--- src/rtl/taillight_pkg.sv ---
// Shared types and constants for the tail-light sequencer: FSM states,
// mode-digit segment codes and LED bank bit positions.
package taillight_pkg;

  typedef enum logic [3:0] {
    ST_IDLE,
    ST_L1,
    ST_L2,
    ST_L3,
    ST_R1,
    ST_R2,
    ST_R3,
    ST_HAZ_ON,
    ST_HAZ_OFF
  } state_e;

  // Active-low seven-segment codes, {dp,g,f,e,d,c,b,a}
  localparam logic [7:0] HEX_IDLE = 8'hC0;
  localparam logic [7:0] HEX_L    = 8'hC7;
  localparam logic [7:0] HEX_R    = 8'hAF;
  localparam logic [7:0] HEX_HAZ  = 8'h89;
  localparam logic [7:0] HEX_BRK  = 8'h83;

  localparam int LAMP_L1 = 7;
  localparam int LAMP_L2 = 8;
  localparam int LAMP_L3 = 9;
  localparam int LAMP_R1 = 2;
  localparam int LAMP_R2 = 1;
  localparam int LAMP_R3 = 0;

  // Lamp set for sweep step 1..3, ordered {lamp3, lamp2, lamp1}
  function automatic logic [2:0] sweep_lamps(input logic [1:0] step);
    case (step)
      2'd1:    sweep_lamps = 3'b001;
      2'd2:    sweep_lamps = 3'b011;
      2'd3:    sweep_lamps = 3'b111;
      default: sweep_lamps = 3'b000;
    endcase
  endfunction

endpackage

--- src/rtl/taillight_sequencer_tick_divider.sv ---
// Free-running divider: one-cycle tick every TICK_DIV clocks, first tick
// TICK_DIV cycles after reset release.
module tick_divider #(
  parameter int TICK_DIV = 5_000_000
) (
  input  logic ADC_CLK_10,
  input  logic rst,
  output logic tick
);

  localparam int CW = (TICK_DIV > 2) ? $clog2(TICK_DIV) : 1;
  localparam logic [CW-1:0] LAST = CW'(TICK_DIV - 1);

  logic [CW-1:0] cnt_q, cnt_d;

  assign tick = (cnt_q == LAST);

  always_comb begin
    cnt_d = tick ? '0 : cnt_q + 1'b1;
  end

  always_ff @(posedge ADC_CLK_10 or posedge rst) begin
    if (rst) cnt_q <= '0;
    else     cnt_q <= cnt_d;
  end

endmodule

--- src/rtl/taillight_sequencer.sv ---
// Tail-light controller: synchronizes requests, steps hazard/turn FSM on the
// divided tick, and decodes lamps and mode digit (brake is Moore on brake_s).
module taillight_sequencer
  import taillight_pkg::*;
#(
  parameter int TICK_DIV = 5_000_000
) (
  input  logic       ADC_CLK_10,
  input  logic       rst,
  input  logic       hazard_req,
  input  logic       turn_req,
  input  logic       turn_dir,
  input  logic       brake_req,
  output logic [9:0] LEDR,
  output logic [7:0] HEX0
);

  logic [3:0] sync1_q, sync2_q;
  logic       hazard_s, turn_s, dir_s, brake_s;
  logic       tick;
  state_e     state_q, state_d;

  always_ff @(posedge ADC_CLK_10 or posedge rst) begin
    if (rst) begin
      sync1_q <= '0;
      sync2_q <= '0;
    end else begin
      sync1_q <= {hazard_req, turn_req, turn_dir, brake_req};
      sync2_q <= sync1_q;
    end
  end

  assign {hazard_s, turn_s, dir_s, brake_s} = sync2_q;

  tick_divider #(.TICK_DIV(TICK_DIV)) u_tick (
    .ADC_CLK_10 (ADC_CLK_10),
    .rst        (rst),
    .tick       (tick)
  );

  always_ff @(posedge ADC_CLK_10 or posedge rst) begin
    if (rst) state_q <= ST_IDLE;
    else     state_q <= state_d;
  end

  always_comb begin
    state_d = state_q;
    if (tick) begin
      if (hazard_s) begin
        state_d = (state_q == ST_HAZ_ON) ? ST_HAZ_OFF : ST_HAZ_ON;
      end else if (turn_s && dir_s) begin
        case (state_q)
          ST_IDLE: state_d = ST_L1;
          ST_L1:   state_d = ST_L2;
          ST_L2:   state_d = ST_L3;
          default: state_d = ST_IDLE;
        endcase
      end else if (turn_s) begin
        case (state_q)
          ST_IDLE: state_d = ST_R1;
          ST_R1:   state_d = ST_R2;
          ST_R2:   state_d = ST_R3;
          default: state_d = ST_IDLE;
        endcase
      end else begin
        state_d = ST_IDLE;
      end
    end
  end

  logic [2:0] left_lamps, right_lamps;
  logic       in_left, in_right, in_haz;

  always_comb begin
    in_left     = (state_q == ST_L1) || (state_q == ST_L2) || (state_q == ST_L3);
    in_right    = (state_q == ST_R1) || (state_q == ST_R2) || (state_q == ST_R3);
    in_haz      = (state_q == ST_HAZ_ON) || (state_q == ST_HAZ_OFF);
    left_lamps  = 3'b000;
    right_lamps = 3'b000;
    HEX0        = HEX_IDLE;

    case (state_q)
      ST_L1:     left_lamps  = sweep_lamps(2'd1);
      ST_L2:     left_lamps  = sweep_lamps(2'd2);
      ST_L3:     left_lamps  = sweep_lamps(2'd3);
      ST_R1:     right_lamps = sweep_lamps(2'd1);
      ST_R2:     right_lamps = sweep_lamps(2'd2);
      ST_R3:     right_lamps = sweep_lamps(2'd3);
      ST_HAZ_ON: begin
        left_lamps  = 3'b111;
        right_lamps = 3'b111;
      end
      default: ;
    endcase

    // Brake lights whichever side is not carrying a sweep; hazard masks it
    if (brake_s && !in_haz) begin
      if (in_left)                right_lamps = 3'b111;
      else if (in_right)          left_lamps  = 3'b111;
      else if (turn_s && dir_s)   right_lamps = 3'b111;
      else if (turn_s)            left_lamps  = 3'b111;
      else begin
        left_lamps  = 3'b111;
        right_lamps = 3'b111;
      end
    end

    if (in_haz)                    HEX0 = HEX_HAZ;
    else if (in_left)              HEX0 = HEX_L;
    else if (in_right)             HEX0 = HEX_R;
    else if (turn_s)               HEX0 = dir_s ? HEX_L : HEX_R;
    else if (brake_s)              HEX0 = HEX_BRK;

    LEDR          = '0;
    LEDR[LAMP_L1] = left_lamps[0];
    LEDR[LAMP_L2] = left_lamps[1];
    LEDR[LAMP_L3] = left_lamps[2];
    LEDR[LAMP_R1] = right_lamps[0];
    LEDR[LAMP_R2] = right_lamps[1];
    LEDR[LAMP_R3] = right_lamps[2];
  end

endmodule
--- config.mk ---
export PLATFORM = sky130hd
export DESIGN_NAME = taillight_sequencer
export DESIGN_NICKNAME = d
export VERILOG_FILES = /design/src/rtl/taillight_pkg.sv /design/src/rtl/taillight_sequencer_tick_divider.sv /design/src/rtl/taillight_sequencer.sv
export SDC_FILE = /design/constraint.sdc
export NUM_CORES = 1
export LEC_CHECK = 0
export CORE_ASPECT_RATIO = 1.4
export CORE_MARGIN = 2
export CORE_UTILIZATION = 49
export DETAILED_ROUTE_END_ITERATION = 8
export GPL_TIMING_DRIVEN = 0
export PLACE_DENSITY = 0.75
export SLEW_MARGIN = 40
export SYNTH_ARGS = -nofsm -noshare
export SYNTH_HDL_FRONTEND = slang
export SYNTH_SLANG_ARGS = --single-unit
export TNS_END_PERCENT = 5
--- constraint.sdc ---
create_clock -name ADC_CLK_10 -period 1.7 [get_ports ADC_CLK_10]
set_input_delay 0.34 -clock ADC_CLK_10 [delete_from_list [all_inputs] [get_ports ADC_CLK_10]]
set_output_delay 0.34 -clock ADC_CLK_10 [all_outputs]
set_load 0.01 [all_outputs]
* After elaboration in Yosys (flattened, before gate mapping) *
Cells that the tools add are included.
Widths: inputs -> output; s select.

operators by class
  equality and inequality tests = 9
  mux-type cells = 24
  reductions and logical operators = 11
  $add $sub $neg = 1

operator list
  kind                   number
  $mux 7                 6
  $mux 3                 9
  $pmux 3 s3             3
  $add 23x1->23 const B  1
  $eq 23x23->1 const B   1
  $mux 23                1
  $eq 4x3->1 const B     4
  $mux 4                 4
  $eq 4x2->1 const B     2
  $pmux 2 s3             1
  $logic_or 1x1->1       5
  $eq 4x1->1 const B     1
  $eq 4x4->1 const B     1
  $logic_not 4->1        1
  $reduce_or 2->1        2
  $logic_and 1x1->1      2
  $logic_not 1->1        1

storage, ports and cells
  logic and storage cells = 49
  output and inout bits = 18
  bits in registers = 35

* Depth between registers and ports, before layout *
  word-level depth = 8
  gate-level depth with buffers = 6
  mapped depth without buffers = 4

* Hierarchy *
Synthesis repeated with hierarchy kept, for this count alone.

unflattened totals
  cell total of the unflattened synthesis = 214
  area total of the unflattened synthesis = 1973.1 um^2

modules (own cells, without submodules)
  module               times used  cells an instance  area an instance (um^2)
  tick_divider         1           108                1108.6
  taillight_sequencer  1           106                864.6

* Worst setup path before layout *
OpenSTA, ideal clock, no wires.

  kind = flip-flop to output port
  from = register sync2_q[2]
  to = output HEX0[6]
  data required time = 1360 ps
  stages on the path, launching flop included = 6
  arrival = 1493 ps
  slack = -133 ps
  path through = dfrtp_1 -> nor2b_1 -> clkbuf_1 -> a21o_1 -> or2_2 -> a221oi_1

between the ends
  word-level cells in the longest chain between the ends = 4

RTL lines
  element                 RTL line                    source
  start, declared         taillight_sequencer.sv:18   logic [3:0] sync1_q, sync2_q;
  start signal, assigned  taillight_sequencer.sv:29   sync2_q <= sync1_q;
  $mux 7                  taillight_sequencer.sv:111  else if (turn_s) HEX0 = dir_s ? HEX_L : HEX_R;
  $mux 7                  taillight_sequencer.sv:110  else if (in_right) HEX0 = HEX_R;
  $mux 7                  taillight_sequencer.sv:109  else if (in_left) HEX0 = HEX_L;
  $mux 7                  taillight_sequencer.sv:108  if (in_haz) HEX0 = HEX_HAZ;
  end, declared           taillight_sequencer.sv:15   output logic [7:0] HEX0

Every way passes these cells.

* Final worst setup path *
  from = register state_q[3]
  to = output LEDR[7]

between the ends
  word-level cells in the longest chain between the ends = 7
  elaborated cells between the ends (all ways) = 21
  those cells by class = 8 x eq/ne; 5 x mux; 8 x reduce/logical

RTL lines
  element                                   RTL line                                                                         source
  start, declared                           taillight_sequencer.sv:21                                                        state_e state_q, state_d;
  start signal, assigned                    taillight_sequencer.sv:43                                                        else state_q <= state_d;
  $eq 4x2->1 or $eq 4x3->1 (tied branches)  taillight_sequencer.sv:75, taillight_sequencer.sv:82, taillight_sequencer.sv:77
  $reduce_or 2->1 (no line)                 -
  $pmux 3 s3                                taillight_sequencer.sv:82                                                        case (state_q)
  $mux 3                                    taillight_sequencer.sv:100                                                       else if (turn_s && dir_s) right_lamps = 3'b111;
  $mux 3                                    taillight_sequencer.sv:99                                                        else if (in_right) left_lamps = 3'b111;
  $mux 3                                    taillight_sequencer.sv:98                                                        if (in_left) right_lamps = 3'b111;
  $mux 3 *                                  taillight_sequencer.sv:97                                                        if (brake_s && !in_haz) begin
  end, declared                             taillight_sequencer.sv:14                                                        output logic [9:0] LEDR,

Mark *: on every way between the ends. The rest lies on a longest branch, timed or not.

==> key figures <==
Worst setup path
  • Worst Setup End Kind: primary output
  • CP required: 1.36 ns
  • Crit Path Category: flop to primary output
  • Crit-path max FO: 4
  • Worst Setup Start Kind: flop
  • WP data arrival: 1.67 ns

Clocking
  • Root Buffer: clkbuf_8
  • CTS Buf Count: 5
  • Clock Sinks: 35
  • CTS max path bufs: 2
  • Later-pin clock latency in the skew report: 0.29 ns
  • CTS tree: done
  • Worst-path clk slew: 0.07 ns
  • Cts hold-fix bufs: 0
  • H-tree depth: 2

Synthesis
  • Post-synth EDFFs: 0
  • Area contributors post-synth: dfrtp_1 (46%), xor2_1 (6.4%), nand2_1 (4.3%), nor2_1 (3.3%), nand3_1 (2.9%)
  • Main flop type after synthesis: dfrtp_1
  • Post-synthesis mux area share: 2.74%
  • Share of the synthesized area in the top cell type: 45.7%
  • FF+latch count, synth: 35
  • XOR/XNOR Fraction of Synth Area: 8.68%
  • Adder-cell share of the synthesized area: 1.17%
  • Ys async rst share: 100%
  • Synth area leader: dfrtp_1
  • Synth Warn #: 0
  • Synth Cell Area: 1920 sq um
  • Largest family of logic cells by synthesized area: simple AND/OR/NAND/NOR gates
  • Post-synthesis compound-gate area fraction: 10.7%
  • Simple-gate share of the synthesized area: 25.2%
  • Mapped Avg Cell Area: 9.40 sq um
  • Register area share after synthesis: 45.7%
  • Netlist cell types: 50
  • Cells after synthesis: 204

Power
  • Gate power share: 7.6%
  • Clock share of power: 42.9%
  • Sw Pwr: 0.000375 W
  • Pleak: 1.17 nW
  • Pwr Density: 678 nW/um^2
  • Cell Int Power: 0.00134 W
  • Switching Share: 21.8%
  • Worst VDD drop: 0.694 mV
  • Sequential power share: 49.5%

Placement
  • IO Port Bufs: 17
  • Post-DP HPWL: 2600 microns
  • Placer Congestion: 0.811
  • Placed insts: 267

Timing
  • Fmax: 0.496 GHz
  • Final setup fails: 17
  • Final hold vios: 0
  • Period utilisation layout: 119%
  • Fin worst setup slack: -0.315 ns
  • Fin. max-slew vios: 0
  • Fin Clk Skew: 0.00666 ns
  • RSZ-0062 raised after global routing: true
  • Slew margin rel.: 53.2%
  • Minimum clock period after layout: 2.01 ns
  • Slew @ Worst Pin: 0.701 ns

Cells and area
  • Ant diodes: 0
  • Area Growth Syn to Fin: 32.2%
  • Most frequent cells in the layout: dfrtp_1 (30), nand2_1 (22), buf_4 (17), nor2_1 (16), xor2_1 (14)
  • Most common cell after layout, fill and taps aside: dfrtp_1
  • Finished Core Util: 68.4%
  • Layout Cells excl Fill: 290
  • Fraction of layout cells with a size suffix above 1: 31.9%
  • Fin nets: 254
  • Fill count: 292

Detailed routing
  • Wire per inst: 14.4 microns
  • Routed WL: 4180 microns
  • Vias: 1631
  • Pre-antenna DRT Iters: 4
  • Drt via density: 5.62
  • Iteration-0 DRC Markers: 81
  • Final ANT Viol Nets: 0
  • DRC: 0

Global routing
  • Total grt overflow: 0
  • Gr usage total: 21.0%
  • Vias in the first global route: 1667
  • First-pass GRT wire length: 7340 microns
  • Largest net degree at the start of global routing: 36
  • Initial antenna violation count: 0

Floorplan
  • Site Rows: 26
  • Die outline height: 78.0 microns
  • Die area: 4440 sq um
  • # IOs: 24
  • Starting Density: 51.7%
  • Die Wd: 56.9 microns
  • Core area: 3710 sq um

Run status
  • Failing checks: setup timing
  • Status: complete, but fails checks

Hold path
  • Hold crit path type: flop to flop

Run
  • Max-Cap Viols: 0
[routing by layer]
layer | share of wire (%) | track usage, % | wire [microns]
met5 | 0 | 0 | 0
met3 | 3.1 | 3.50 | 129
met4 | 3.5 | 10.9 | 147
met1 | 40 | 23.3 | 1660
met2 | 54 | 37.7 | 2240
[worst max-delay path: stages, from the launching register on]
cell and delay (ns):
dfrtp_1 0.39, clkbuf_8 0.15, or3_4 0.33, a21oi_2 0.16, o21ai_2 0.09, o311ai_1 0.09, buf_2 0.18
[Yosys cell counts (all sizes together) (2+ instances only)]
cell	number
xnor2	5
and3	3
mux2	2
a21oi	9
nor3	3
o22ai	2
buf	8
xor2	14
o21ai	7
nor2	17
o311ai	2
nor2b	6
nand4b	2
nand2b	3
inv	5
and2	2
nand3	11
dfrtp	35
conb	2
nand2	22
nand4	7
mux2i	3
or3	3
and4	3
clkbuf	8
[what timing repair did]
action                     in CTS  in global routing
pin swaps                      12                  3
gates cloned                    0                  0
gates resized for setup        92                  7
setup endpoints to repair      27                 27
buffers inserted               16                  0
[power groups by stage]
stage	registers [W]	clock network (W)	logic [W]
global placement	0.000866	0	0.000126
detailed placement	0.000866	0	0.000128
finish	0.000851	0.000737	0.000130
global route	0.000851	0.000789	0.000143
CTS	0.000851	0.000752	0.000126
floorplan	0.000864	0	0.0000750
[state kept, by name, summed over array words and instances (netlist names)]
signal,count
u_tick.cnt_q,23
state_q,4
sync2_q,4
sync1_q,4
[cell type report]
| type | count | area [sq um] | share of cell area, % |
|---|---|---|---|
| plain buffers | 15 | 133 | 5.23 |
| clock buffers | 5 | 68.8 | 2.71 |
| clock inverters | 3 | 43.8 | 1.73 |
| inverters | 5 | 18.8 | 0.740 |
| multi-input cells | 152 | 1080 | 42.5 |
| flip-flops and latches | 35 | 882 | 34.8 |
| well taps | 42 | 52.6 | 2.07 |
| repair buffers | 33 | 259 | 10.2 |
[final timing paths]
check | startpoint | slack (ns) | endpoint | depth (start not counted)
hold / removal | sync1_q[3]$_DFF_PP0_ | 0.35 | sync2_q[3]$_DFF_PP0_ | 0
max in group asynchronous | rst | 0.72 | state_q[2]$_DFFE_PP0N_ | 2
setup / recovery | state_q[3]$_DFFE_PP0N_ | -0.31 | LEDR[7] | 6
min in group asynchronous | rst | 0.48 | sync1_q[2]$_DFF_PP0_ | 2
hold reg to reg | sync1_q[3]$_DFF_PP0_ | 0.35 | sync2_q[3]$_DFF_PP0_ | 0
setup reg to reg | u_tick.cnt_q[21]$_DFF_PP0_ | -0.11 | state_q[2]$_DFFE_PP0N_ | 4
[through the flow]
stage,instance area [sq um],setup slack [ns],power (W),hold slack (ns),TNS (ns)
final,2530,-0.315,0.00172,0.346,-2.89
after global routing,2530,-0.389,0.00178,0.352,-5.04
after CTS,2500,-0.263,0.00173,0.349,-2.41
after detailed placement,2180,-0.603,0.000994,0.335,-9.67
after global placement,2180,-0.595,0.000992,0.332,-14.89
after floorplan,1960,-0.00842,0.000939,0.331,-0.0242
[cell families (layout without fill, tap and decap cells)]
group | after synthesis | count (layout)
muxes | 5 | 5
xor gates and xnor gates | 19 | 19
other | 2 | 6
buffers and inverters | 21 | 61
adders and majority gates | 2 | 2
and+or+nand+nor | 88 | 88
DFF | 35 | 35
AOI/OAI and AO/OA | 32 | 32
(Power assumes the default switching activity.)
